**src/rtl/hilo_ctrl.sv**
```systemverilog
// HI/LO register control for the EX stage: issues multiplies to an external
// multiplier, stalls until completion, and handles MTHI/MTLO and multiply-accumulate.
module hilo_ctrl (
  input  logic        cpu_clk,
  input  logic        cpu_rstn,
  input  logic        op_valid,
  input  logic [2:0]  op_code,
  input  logic [31:0] src_a,
  input  logic [31:0] src_b,
  input  logic        flush,
  output logic        mul_start,
  output logic [31:0] mul_a,
  output logic [31:0] mul_b,
  output logic        mul_signed,
  input  logic        mul_done,
  input  logic [63:0] mul_result,
  output logic        stall,
  output logic [31:0] hi,
  output logic [31:0] lo
);

  typedef enum logic {
    IDLE = 1'b0,
    WAIT = 1'b1
  } state_t;

  typedef enum logic [2:0] {
    OP_NOP   = 3'b000,
    OP_MULT  = 3'b001,
    OP_MULTU = 3'b010,
    OP_MTHI  = 3'b011,
    OP_MTLO  = 3'b100,
    OP_MADD  = 3'b101,
    OP_MADDU = 3'b110,
    OP_RSVD  = 3'b111
  } op_t;

  state_t state;
  logic   acc_op;
  logic   mul_class;
  logic   issue;

  always_comb begin
    mul_class = 1'b0;
    case (op_t'(op_code))
      OP_MULT, OP_MULTU, OP_MADD, OP_MADDU: mul_class = 1'b1;
      default:                              mul_class = 1'b0;
    endcase
  end

  // issue ignores reset; the outputs additionally gate on cpu_rstn
  assign issue      = (state == IDLE) && op_valid && !flush && mul_class;
  assign mul_start  = cpu_rstn && issue;
  assign mul_a      = src_a;
  assign mul_b      = src_b;
  assign mul_signed = (op_code == OP_MULT) || (op_code == OP_MADD);
  assign stall      = cpu_rstn &&
                      (issue || ((state == WAIT) && !mul_done && !flush));

  always_ff @(posedge cpu_clk) begin
    if (!cpu_rstn) begin
      state  <= IDLE;
      acc_op <= 1'b0;
      hi     <= '0;
      lo     <= '0;
    end else begin
      case (state)
        IDLE: begin
          if (issue) begin
            state  <= WAIT;
            acc_op <= (op_code == OP_MADD) || (op_code == OP_MADDU);
          end else if (op_valid && !flush) begin
            if (op_code == OP_MTHI) hi <= src_a;
            if (op_code == OP_MTLO) lo <= src_a;
          end
        end
        WAIT: begin
          if (flush) begin
            state <= IDLE;
          end else if (mul_done) begin
            state <= IDLE;
            if (acc_op) {hi, lo} <= {hi, lo} + mul_result;
            else        {hi, lo} <= mul_result;
          end
        end
        default: state <= IDLE;
      endcase
    end
  end

endmodule

```
**config.mk**
```make
export PLATFORM = sky130hd
export DESIGN_NAME = hilo_ctrl
export DESIGN_NICKNAME = d
export VERILOG_FILES = /design/src/rtl/hilo_ctrl.sv
export SDC_FILE = /design/constraint.sdc
export NUM_CORES = 1
export LEC_CHECK = 0
export CAP_MARGIN = 20
export CORE_ASPECT_RATIO = 0.9
export CORE_MARGIN = 2
export CORE_UTILIZATION = 50
export CTS_CLUSTER_DIAMETER = 150
export CTS_CLUSTER_SIZE = 20
export DETAILED_ROUTE_END_ITERATION = 6
export HOLD_SLACK_MARGIN = 0.06
export PLACE_DENSITY_LB_ADDON = 0.15
export SYNTH_ARGS = -nofsm -noshare
export SYNTH_HDL_FRONTEND = slang
export SYNTH_SLANG_ARGS = --single-unit
```
**constraint.sdc**
```tcl
create_clock -name cpu_clk -period 7.2 [get_ports cpu_clk]
set_input_delay 0.72 -clock cpu_clk [delete_from_list [all_inputs] [get_ports cpu_clk]]
set_output_delay 0.72 -clock cpu_clk [all_outputs]
set_load 0.01 [all_outputs]
```
==> summary.txt <==
Setup path
  – CP Class: input pin to register
  – Critical path depth: 13
  – Startpoint class of the critical path: input pin
  – R2R Path End: hi[30]$_SDFFE_PN0P_
  – CP bufs+invs: 1
  – Worst reg2reg path startpoint: lo[0]$_SDFFE_PN0P_
  – Setup crit end: hi[30]$_SDFFE_PN0P_
  – Worst path cell trace: clkdlybuf4s50_1 > ha_1 > fa_1 > a211oi_1 > o21ai_2 > o311ai_1 > nand3_2 > a311oi_1 > a22o_1 > o21a_1 > o31ai_2 > xnor2_1 > o31ai_1
  – CP arrival: 4.57 ns
  – Critical path endpoint category: register
  – Slack of the worst reg-to-reg path: 3.37 ns
  – Slowest stage cell, crit path: a311oi_1
  – Worst r2r path cells: 12
  – CP startpoint: mul_result[0]
  – Crit-path leading delay family: compound AO/OA/AOI/OAI gates
  – Worst Path Required: 7.47 ns
  – CP max FO: 5
  – Slowest cell delay on critical path: 0.57 ns

Yosys
  – Mapped cell area: 0.00795 sq mm
  – Top cell type by total area after synthesis: dfxtp_1
  – Async S/R FF share, synth: 0%
  – Synth area leaders: dfxtp_1 (17%), ha_1 (9.9%), a21oi_1 (8.1%), buf_4 (6.5%), nand2_1 (5.5%)
  – Seq cells post-synth: 66
  – Syn Nets: 1,280
  – EDFF count, synth: 0
  – Predominant post-synthesis flop cell: dfxtp_1
  – Count leader, synth: a21oi_1
  – Synth warn: 0
  – Syn avg cell area: 7.36 sq um
  – Commonest cells in the netlist: a21oi_1 (128), nand2_1 (116), o21ai_0 (78)
  – Post-synth top area share: 16.6%
  – Mapped Cells: 1,080
  – Sequential-to-total area share from yosys stat: 16.6%
  – Count of cell types in the netlist: 85

STA
  – Fmax: 232 MHz
  – Worst-Margin Slew: 1.05 ns
  – Final hold violations: 0
  – Final WS setup: 2.90 ns
  – Setup TNS: 0 ns
  – Crit path time final: 4.30 ns
  – Clock Skews: 0.0153 ns
  – Slew headroom: 29.9%
  – Slew Viols, Final: 0
  – Final worst-path cycle share: 59.8%
  – RSZ-0062 raised after global routing: no
  – Setup Viol. Count Final: 0

Global routing
  – Initial antenna violation count: 0
  – Largest net degree at the start of global routing: 81
  – Vias in the first global route: 7,967
  – GR Overflow Total: 0
  – Total global-route track usage: 35.3%
  – First-pass GRT wire length: 45,300 microns

Route
  – Wirelength per Cell: 22.0 microns
  – Uppermost layer routed: met4
  – Met2 wire len: 12,900 microns
  – Via count: 8,857
  – Initial DRC count: 1,018
  – Routed length on met3: 3210 microns
  – DRT antenna net count: 0
  – Total wire length: 30,300 microns
  – Pre-Repair DR Iteration Count: 6
  – Met1 wire length: 13,400 microns
  – DR DRC count: 0
  – Vias per inst: 6.43

Power and ir drop
  – Lkg Pwr: 0.00395 uW
  – Max IR drop VDD: 0.117 mV
  – P per Cell Area: 120 mW/mm^2
  – Tot Pwr: 1180 uW

Floorplanning
  – Core Area: 0.0155 sq mm
  – Chip height: 124 microns
  – Num ports: 267
  – Die W: 137 microns
  – Die area: 0.0169 sq mm
  – Initial Utilization: 51.3%
  – Num rows: 43

CTS
  – Maximum clock path buffer count: 2
  – Total CTS buffers: 9
  – Clock transition at path regs: 0.07 ns
  – CTS Root Cell: clkbuf_16
  – Resized cells post-CTS: 0
  – CTS Hold Bufs: 0
  – Setup Buffers After CTS: 0
  – Sink Count: 66
  – Clock Latency Late Sink: 0.36 ns
  – Deepest level of the CTS H-tree: 3
  – CTS tree: done

Placed design
  – Gpl congestion: 1.05
  – Place WS: 2.65 ns
  – # port buffers: 202
  – Post-DP HPWL: 23,200 microns

Run status
  – Status: finished clean

Cells and area
  – Fraction of layout cells with a size suffix above 1: 4.77%
  – # nets final: 1,369
  – Fillcell total: 1,468
  – Area growth, synth to finish: 23.1%

Worst hold path
  – HP Class: register to register

Flow run
  – Max-cap violations: 0
## worst min-delay path by stage
stage,startpoint,endpoint,slack [ns],cells past startpoint
after floorplan,hi[2]$_SDFFE_PN0P_,hi[2]$_SDFFE_PN0P_,0.49,2
after global placement,lo[17]$_SDFFE_PN0P_,lo[17]$_SDFFE_PN0P_,0.48,2
after detailed placement,lo[17]$_SDFFE_PN0P_,lo[17]$_SDFFE_PN0P_,0.49,2
after CTS,lo[17]$_SDFFE_PN0P_,lo[17]$_SDFFE_PN0P_,0.50,2
after global routing,lo[17]$_SDFFE_PN0P_,lo[17]$_SDFFE_PN0P_,0.52,2
final,lo[17]$_SDFFE_PN0P_,lo[17]$_SDFFE_PN0P_,0.50,2
## cells by family after synthesis
kind of cell	count (synthesis)	share of synthesized area [%]
xor gates and xnor gates	56	6.17
adders and majority gates	64	10.2
muxes	22	2.77
and+or+nand+nor	319	19.5
buffers and inverters	149	11.0
AOI/OAI and AO/OA	404	33.8
DFF	66	16.6
## per-stage QoR
| stage | hold WS [ns] | utilization [%] | instances | cell area (sq um) |
|---|---|---|---|---|
| 6_report | 0.500 | 63.2 | 1377 | 9790 |
| 5_1_grt | 0.523 | 63.1 | 1376 | 9780 |
| 4_1_cts | 0.502 | 63.1 | 1376 | 9780 |
| 3_5_place_dp | 0.490 | 61.2 | 1360 | 9480 |
| 3_3_place_gp | 0.482 | 61.2 | 1360 | 9480 |
| 2_1_floorplan | 0.494 | - | 1080 | 7950 |
## power by group
group / total [uW] / leakage [uW] / internal (uW) / switching, uW
logic: 319 / 0.00327 / 143 / 176
clock network: 483 / 0.000146 / 272 / 211
registers: 377 / 0.000533 / 370 / 6.48
## layout by cell type (no fill, tap or decap), drive strengths merged, types with 11 or more instances in the layout
cell	count
nor3	11
dfxtp	66
a21o	38
o21ai	87
clkdlybuf4s50	201
a21oi	130
mux2i	22
xnor2	32
o211ai	20
o21bai	11
nor2	67
nand3	30
ha	63
nand4	17
inv	21
xor2	24
o21a	11
a211oi	29
nand2	116
nor2b	22
## cell type report
type / count / area, sq um / area share [%]
inverters: 19 / 71.3 / 0.729
clock inverters: 7 / 77.6 / 0.793
well taps: 202 / 253 / 2.58
multi-input cells: 865 / 5770 / 59.0
repair buffers: 208 / 2060 / 21.1
diodes: 1 / 2.50 / 0.0256
flip-flops and latches: 66 / 1320 / 13.5
clock buffers: 9 / 225 / 2.30
## flip-flops by register name, summed over array words and instances (netlist names)
name / count
hi: 32
lo: 32
acc_op: 1
state: 1
## worst register-to-register path: cells and delay by family (launching register included)
family / cells / cell delay, ns
AO/OA/AOI/OAI: 8 / 2.43
XOR/XNOR: 1 / 0.14
adder cells (fa/ha/maj): 2 / 0.66
flip-flops: 1 / 0.34
AND/OR/NAND/NOR: 1 / 0.19
## layer usage
| metal | vias up | GRT usage [%] |
|---|---|---|
| li1 | 4117 | - |
| met2 | 531 | 53.1 |
| met1 | 4141 | 50.2 |
| met5 | - | 0 |
| met3 | 68 | 7.41 |
| met4 | 0 | 11.7 |
No activity file was read; power rests on OpenSTA's default activity.
